$ cat config.mk
export PLATFORM = sky130hd
export DESIGN_NAME = adc_frame_align
export DESIGN_NICKNAME = d
export VERILOG_FILES = /design/src/rtl/adc_align_pkg.sv /design/src/rtl/adc_frame_align.sv
export SDC_FILE = /design/constraint.sdc
export NUM_CORES = 1
export LEC_CHECK = 0
export CAP_MARGIN = 10
export CORE_ASPECT_RATIO = 0.6
export CORE_UTILIZATION = 30
export CTS_CLUSTER_DIAMETER = 80
export DETAILED_ROUTE_END_ITERATION = 8
export MAX_ROUTING_LAYER = met4
export SYNTH_ARGS = -nofsm -noshare
export SYNTH_HDL_FRONTEND = slang
export SYNTH_SLANG_ARGS = --single-unit
$ cat constraint.sdc
create_clock -name clk_div_a -period 1.95 [get_ports clk_div_a]
set_input_delay 0.4875 -clock clk_div_a [delete_from_list [all_inputs] [get_ports clk_div_a]]
set_output_delay 0.4875 -clock clk_div_a [all_outputs]
set_load 0.02 [all_outputs]
$ cat src/rtl/adc_align_pkg.sv
// Shared state type, defaults and counter-width helper for the ADC channel-A frame aligner.
package adc_align_pkg;

    typedef enum logic [2:0] {
        S_IDLE,
        S_CHECK,
        S_SLIP,
        S_WAIT,
        S_VERIFY,
        S_ALIGNED
    } align_state_t;

    localparam logic [7:0] DEF_FRAME_PATTERN = 8'hF0;
    localparam int         DEF_LOCK_CNT      = 64;
    localparam int         DEF_BS_WAIT       = 16;

    // Bits needed to hold values 0..max_val.
    function automatic int cnt_width(input int max_val);
        return (max_val < 1) ? 1 : $clog2(max_val + 1);
    endfunction

    localparam int DEF_MATCH_W = cnt_width(DEF_LOCK_CNT);
    localparam int DEF_WAIT_W  = cnt_width(DEF_BS_WAIT);

endpackage

$ cat src/rtl/adc_frame_align.sv
// Channel-A word-alignment trainer: bitslips the ISERDES until the frame word matches,
// declares alignment after a stable run, and retrains on persistent loss.
module adc_frame_align
    import adc_align_pkg::*;
#(
    parameter int              DW            = 8,
    parameter logic [DW-1:0]   FRAME_PATTERN = DW'(DEF_FRAME_PATTERN),
    parameter int              BS_WAIT       = DEF_BS_WAIT,
    parameter int              LOCK_CNT      = DEF_LOCK_CNT,
    parameter int              MAX_SLIPS     = 8,
    parameter int              ERR_THRESH    = 4
) (
    input  logic          clk_div_a,
    input  logic          sys_rst_n,
    input  logic          gclk_sd_lockeda,
    input  logic [DW-1:0] frame_in,
    input  logic          retrain,
    output logic          bitslip,
    output logic          aligned,
    output logic          train_fail,
    output logic [3:0]    slip_count,
    output logic [15:0]   err_count
);

    localparam int WAIT_W  = cnt_width(BS_WAIT);
    localparam int MATCH_W = cnt_width(LOCK_CNT);
    localparam int MISS_W  = cnt_width(ERR_THRESH);

    localparam logic [WAIT_W-1:0]  WAIT_LAST  = WAIT_W'(BS_WAIT - 1);
    localparam logic [MATCH_W-1:0] MATCH_LAST = MATCH_W'(LOCK_CNT - 1);
    localparam logic [MISS_W-1:0]  MISS_LAST  = MISS_W'(ERR_THRESH - 1);
    localparam logic [3:0]         SLIP_LAST  = 4'(MAX_SLIPS - 1);

    align_state_t         r_state;
    logic [WAIT_W-1:0]    r_wait_cnt;
    logic [MATCH_W-1:0]   r_match_cnt;
    logic [MISS_W-1:0]    r_miss_cnt;
    logic [3:0]           r_slip_count;
    logic [15:0]          r_err_count;
    logic                 r_train_fail;
    logic                 r_bitslip;
    logic                 r_aligned;

    align_state_t         w_state_nxt;
    logic [WAIT_W-1:0]    w_wait_nxt;
    logic [MATCH_W-1:0]   w_match_nxt;
    logic [MISS_W-1:0]    w_miss_nxt;
    logic [3:0]           w_slip_nxt;
    logic [15:0]          w_err_nxt;
    logic                 w_fail_nxt;
    logic                 w_slip_req;
    logic                 w_hit;

    assign w_hit = (frame_in == FRAME_PATTERN);

    always_ff @(posedge clk_div_a or negedge sys_rst_n) begin
        if (!sys_rst_n) begin
            r_state      <= S_IDLE;
            r_wait_cnt   <= '0;
            r_match_cnt  <= '0;
            r_miss_cnt   <= '0;
            r_slip_count <= '0;
            r_err_count  <= '0;
            r_train_fail <= 1'b0;
            r_bitslip    <= 1'b0;
            r_aligned    <= 1'b0;
        end else begin
            r_state      <= w_state_nxt;
            r_wait_cnt   <= w_wait_nxt;
            r_match_cnt  <= w_match_nxt;
            r_miss_cnt   <= w_miss_nxt;
            r_slip_count <= w_slip_nxt;
            r_err_count  <= w_err_nxt;
            r_train_fail <= w_fail_nxt;
            r_bitslip    <= (w_state_nxt == S_SLIP);
            r_aligned    <= (w_state_nxt == S_ALIGNED);
        end
    end

    always_comb begin
        w_state_nxt = r_state;
        w_wait_nxt  = r_wait_cnt;
        w_match_nxt = r_match_cnt;
        w_miss_nxt  = r_miss_cnt;
        w_slip_nxt  = r_slip_count;
        w_err_nxt   = r_err_count;
        w_fail_nxt  = r_train_fail;
        w_slip_req  = 1'b0;

        // retrain outranks lock loss, and both outrank any in-state transition
        if (retrain || !gclk_sd_lockeda) begin
            w_state_nxt = S_IDLE;
            w_wait_nxt  = '0;
            w_match_nxt = '0;
            w_miss_nxt  = '0;
            w_slip_nxt  = '0;
            if (retrain) begin
                w_fail_nxt = 1'b0;
                w_err_nxt  = '0;
            end
        end else begin
            unique case (r_state)
                S_IDLE: w_state_nxt = S_CHECK;
                S_CHECK: begin
                    if (w_hit) begin
                        w_match_nxt = MATCH_W'(1);
                        w_state_nxt = (LOCK_CNT <= 1) ? S_ALIGNED : S_VERIFY;
                    end else begin
                        w_slip_req = 1'b1;
                    end
                end
                S_SLIP: begin
                    w_state_nxt = S_WAIT;
                    w_wait_nxt  = '0;
                end
                S_WAIT: begin
                    if (r_wait_cnt == WAIT_LAST) w_state_nxt = S_CHECK;
                    else                          w_wait_nxt  = r_wait_cnt + WAIT_W'(1);
                end
                S_VERIFY: begin
                    if (w_hit) begin
                        w_match_nxt = r_match_cnt + MATCH_W'(1);
                        if (r_match_cnt == MATCH_LAST) w_state_nxt = S_ALIGNED;
                    end else begin
                        w_slip_req = 1'b1;
                    end
                end
                S_ALIGNED: begin
                    if (w_hit) begin
                        w_miss_nxt = '0;
                    end else begin
                        if (r_err_count != '1) w_err_nxt = r_err_count + 16'd1;
                        if (r_miss_cnt == MISS_LAST) begin
                            w_state_nxt = S_CHECK;
                            w_miss_nxt  = '0;
                            w_slip_nxt  = '0;
                        end else begin
                            w_miss_nxt = r_miss_cnt + MISS_W'(1);
                        end
                    end
                end
                default: w_state_nxt = S_IDLE;
            endcase
        end

        // CHECK and VERIFY share one slip path; the wrap marks a full failed search
        if (w_slip_req) begin
            w_state_nxt = S_SLIP;
            w_match_nxt = '0;
            if (r_slip_count == SLIP_LAST) begin
                w_slip_nxt = '0;
                w_fail_nxt = 1'b1;
            end else begin
                w_slip_nxt = r_slip_count + 4'd1;
            end
        end

        if (w_state_nxt == S_ALIGNED && r_state != S_ALIGNED) w_fail_nxt = 1'b0;
    end

    assign bitslip    = r_bitslip;
    assign aligned    = r_aligned;
    assign train_fail = r_train_fail;
    assign slip_count = r_slip_count;
    assign err_count  = r_err_count;

endmodule
==> reports/qor.txt <==
Largest stage delay on the critical path -> 0.66 ns
Clk_skew -> 0.00555 ns
DRT iter0 DRCs -> 118
I/O pin cnt -> 35
Arrival time at the worst endpoint -> 1.43 ns
Largest net degree at the start of global routing -> 28
Longest Clk Path Bufs -> 2
Hold_buf cts -> 0
Placer Congestion -> 0.823
Vias in the first global route -> 2098
Slew @ Worst Pin -> 0.640 ns
Reg2reg setup slack -> 0.06 ns
CTS tree -> done
Yosys Warn Count -> 0
Commonest non-fill, non-tap cell in the layout -> buf_4
Synth area leaders -> dfrtp_1 (43%), o21ai_0 (3.8%), nand2_1 (3.6%)
Initial Util -> 31.8%
PortBufs -> 34
RSZ-0062 raised after global routing -> yes
Post-synth EDFFs -> 0
Hold crit path type -> in -> async
Layout Nets -> 353
Critical path class -> reg -> out
Distinct cell type count after synthesis -> 56
Area leader, netlist -> dfrtp_1
Non-Filler Instances -> 440
Hpwl dp -> 4.62 mm
Top-area cell type share of the netlist area -> 43.2%
Final Hold Viols -> 0
Yosys reg bits -> 41
Chip width -> 117 um
Final worst path period share -> 98.2%
DRC Markers -> 0
Multi-input gate area -> 0.00135 sq mm
First-pass GRT wire length -> 10.6 mm
Final setup vio count -> 0
Worst slack at placement -> -0.580 ns
Ys flop type -> dfrtp_1
Die area -> 0.00830 sq mm
Post-synthesis cell area -> 0.00238 sq mm
CTS sink count -> 41
Final WL -> 6.27 mm
Initial DRT Pass Iterations -> 4
GR Overflow Total -> 0
Crit path capture type -> output pin
Syn Inst Count -> 246
Tmin final -> 1.91 ns
Critical path buffers and inverters -> 1
Avg Synthesized Cell Area -> 9.66 sq um
Syn nets -> 264
Layout area overhead -> 45.2%
Clk Latency, worst-skew pair -> 0.29 ns
Pins over their slew limit -> 0
Peak Freq -> 0.522 GHz
Max-slew headroom -> 57.3%
Worst-path fanout max -> 4
Tot Pwr -> 1980 uW
Die Span Y -> 71.0 um
Clk root buf -> clkbuf_16
Most frequent cells in the layout -> buf_4 (53), dfrtp_1 (33), nand2_1 (23), clkdlybuf4s50_1 (20), nor2_1 (19)
Seq/Total Area, Yosys -> 43.2%
Max cap viols -> 0
Critical-path top delay cell -> clkdlybuf4s50_1
Critical Path, Cell by Cell -> clkdlybuf4s50_1
H-tree depth -> 2
Peak supply drop -> 0.290 mV
# diodes -> 0
Core area -> 0.00748 sq mm
Final core utilization -> 46.2%
Critical Path RT -> 1.46 ns
Site Rows -> 24
Vias/cell -> 5.00
Status -> finished clean
P per Cell Area -> 573 mW/mm^2
Layout cells sized above 1 -> 35.4%
Post-layout worst setup margin -> 0.0360 ns
Worst-path clk slew -> 0.06 ns
Leakage Power -> 0.00154 uW
Final TNS setup -> 0 ns
CTS Buf Count -> 5
Placed cells -> 422
CP Launch Type -> flip-flop
Antenna viol nets, final -> 0
Storage cell area -> 0.00104 sq mm
Average wire per standard cell -> 14.2 um
CP top delay family -> buffers and inverters
Via count -> 2200
Synth async-reset ratio -> 100%
Layout fillers -> 708
Antenna violations before repair -> 0
Gr usage total -> 17.2%
==> final cells by class <==
type,count,share of cell area (%)
Clock buffer,6,3.73
Clock inverter,2,1.02
Inverter,9,0.979
Multi-Input combinational cell,188,39.1
Sequential cell,41,30.0
Tap cell,104,3.77
Timing Repair Buffer,90,21.4
==> cell families (layout without fill, tap and decap cells) <==
group                    Yosys count  after routing  share of synthesized area [%]
multiplexers                       4              4                           1.95
buffers and inverters             17            107                           3.68
flip-flops                        41             41                           43.2
XOR/XNOR                           4              4                           1.47
AO/OA/AOI/OAI                     66             66                           19.5
AND/OR/NAND/NOR                  108            108                           27.1
adder cells (fa/ha/maj)            6              6                           3.16
==> layer usage <==
| layer | track usage (%) | vias to the layer above | part of all wire (%) |
|---|---|---|---|
| li1 | - | 1085 | - |
| met1 | 26.2 | 1057 | 55 |
| met2 | 22.4 | 50 | 39 |
| met3 | 4.20 | 8 | 4.7 |
| met4 | 4.22 | 0 | 0.99 |
| met5 | - | - | 0 |
==> where the power goes <==
part           leakage (uW)  switching (uW)  total (uW)  internal (uW)
logic              0.000899            98.6         171           72.0
clock network     0.0000808             343         946            602
registers          0.000557            5.50         863            857
==> registers in the layout (all words and copies together) (netlist names) <==
register     count
r_match_cnt      7
err_count       16
r_wait_cnt       5
aligned          1
slip_count       4
r_miss_cnt       3
train_fail       1
r_state          3
bitslip          1
==> cells in the mapped netlist (3+ instances only) <==
| cell | n |
|---|---|
| nor2_1 | 19 |
| ha_1 | 6 |
| or3_1 | 6 |
| clkbuf_1 | 3 |
| a21oi_1 | 17 |
| o21ai_2 | 3 |
| or3_2 | 6 |
| nand2_1 | 23 |
| nor3b_1 | 3 |
| o21ai_0 | 18 |
| nand3_1 | 12 |
| nand4_1 | 3 |
| a21oi_2 | 6 |
| nor4_1 | 3 |
| o31ai_1 | 5 |
| inv_1 | 9 |
| dfrtp_1 | 41 |
| or4_1 | 4 |
| xnor2_1 | 3 |
| and3_1 | 4 |
| nor2b_1 | 8 |
==> final timing paths <==
check,startpoint,endpoint,cells after the start
worst min-delay path,sys_rst_n,slip_count[2]$_DFFE_PN0P_,1
worst max-delay path,err_count[5]$_DFFE_PN0P_,err_count[5],1
worst min register to register,r_match_cnt[6]$_DFFE_PN0P_,r_match_cnt[6]$_DFFE_PN0P_,1
min in group clk_div_a,r_match_cnt[6]$_DFFE_PN0P_,r_match_cnt[6]$_DFFE_PN0P_,1
max in group asynchronous,sys_rst_n,r_match_cnt[3]$_DFFE_PN0P_,2
worst max register to register,r_state[1]$_DFF_PN0_,err_count[5]$_DFFE_PN0P_,7
==> metrics by stage <==
| stage | hold slack, ns | area [sq um] |
|---|---|---|
| floorplan | 0.192 | 2390 |
| global placement | 0.458 | 3140 |
| detailed placement | 0.459 | 3140 |
| CTS | 0.241 | 3370 |
| global route | 0.272 | 3450 |
| finish | 0.210 | 3450 |
==> what timing repair did <==
item	in CTS	in global routing
setup buffers	5	5
resized for setup	33	20
pin swaps	12	10
endpoints found under the setup margin	30	20
endpoints found under the hold margin	0	0
cloned	0	0
Power figures use the tool's default switching activity.
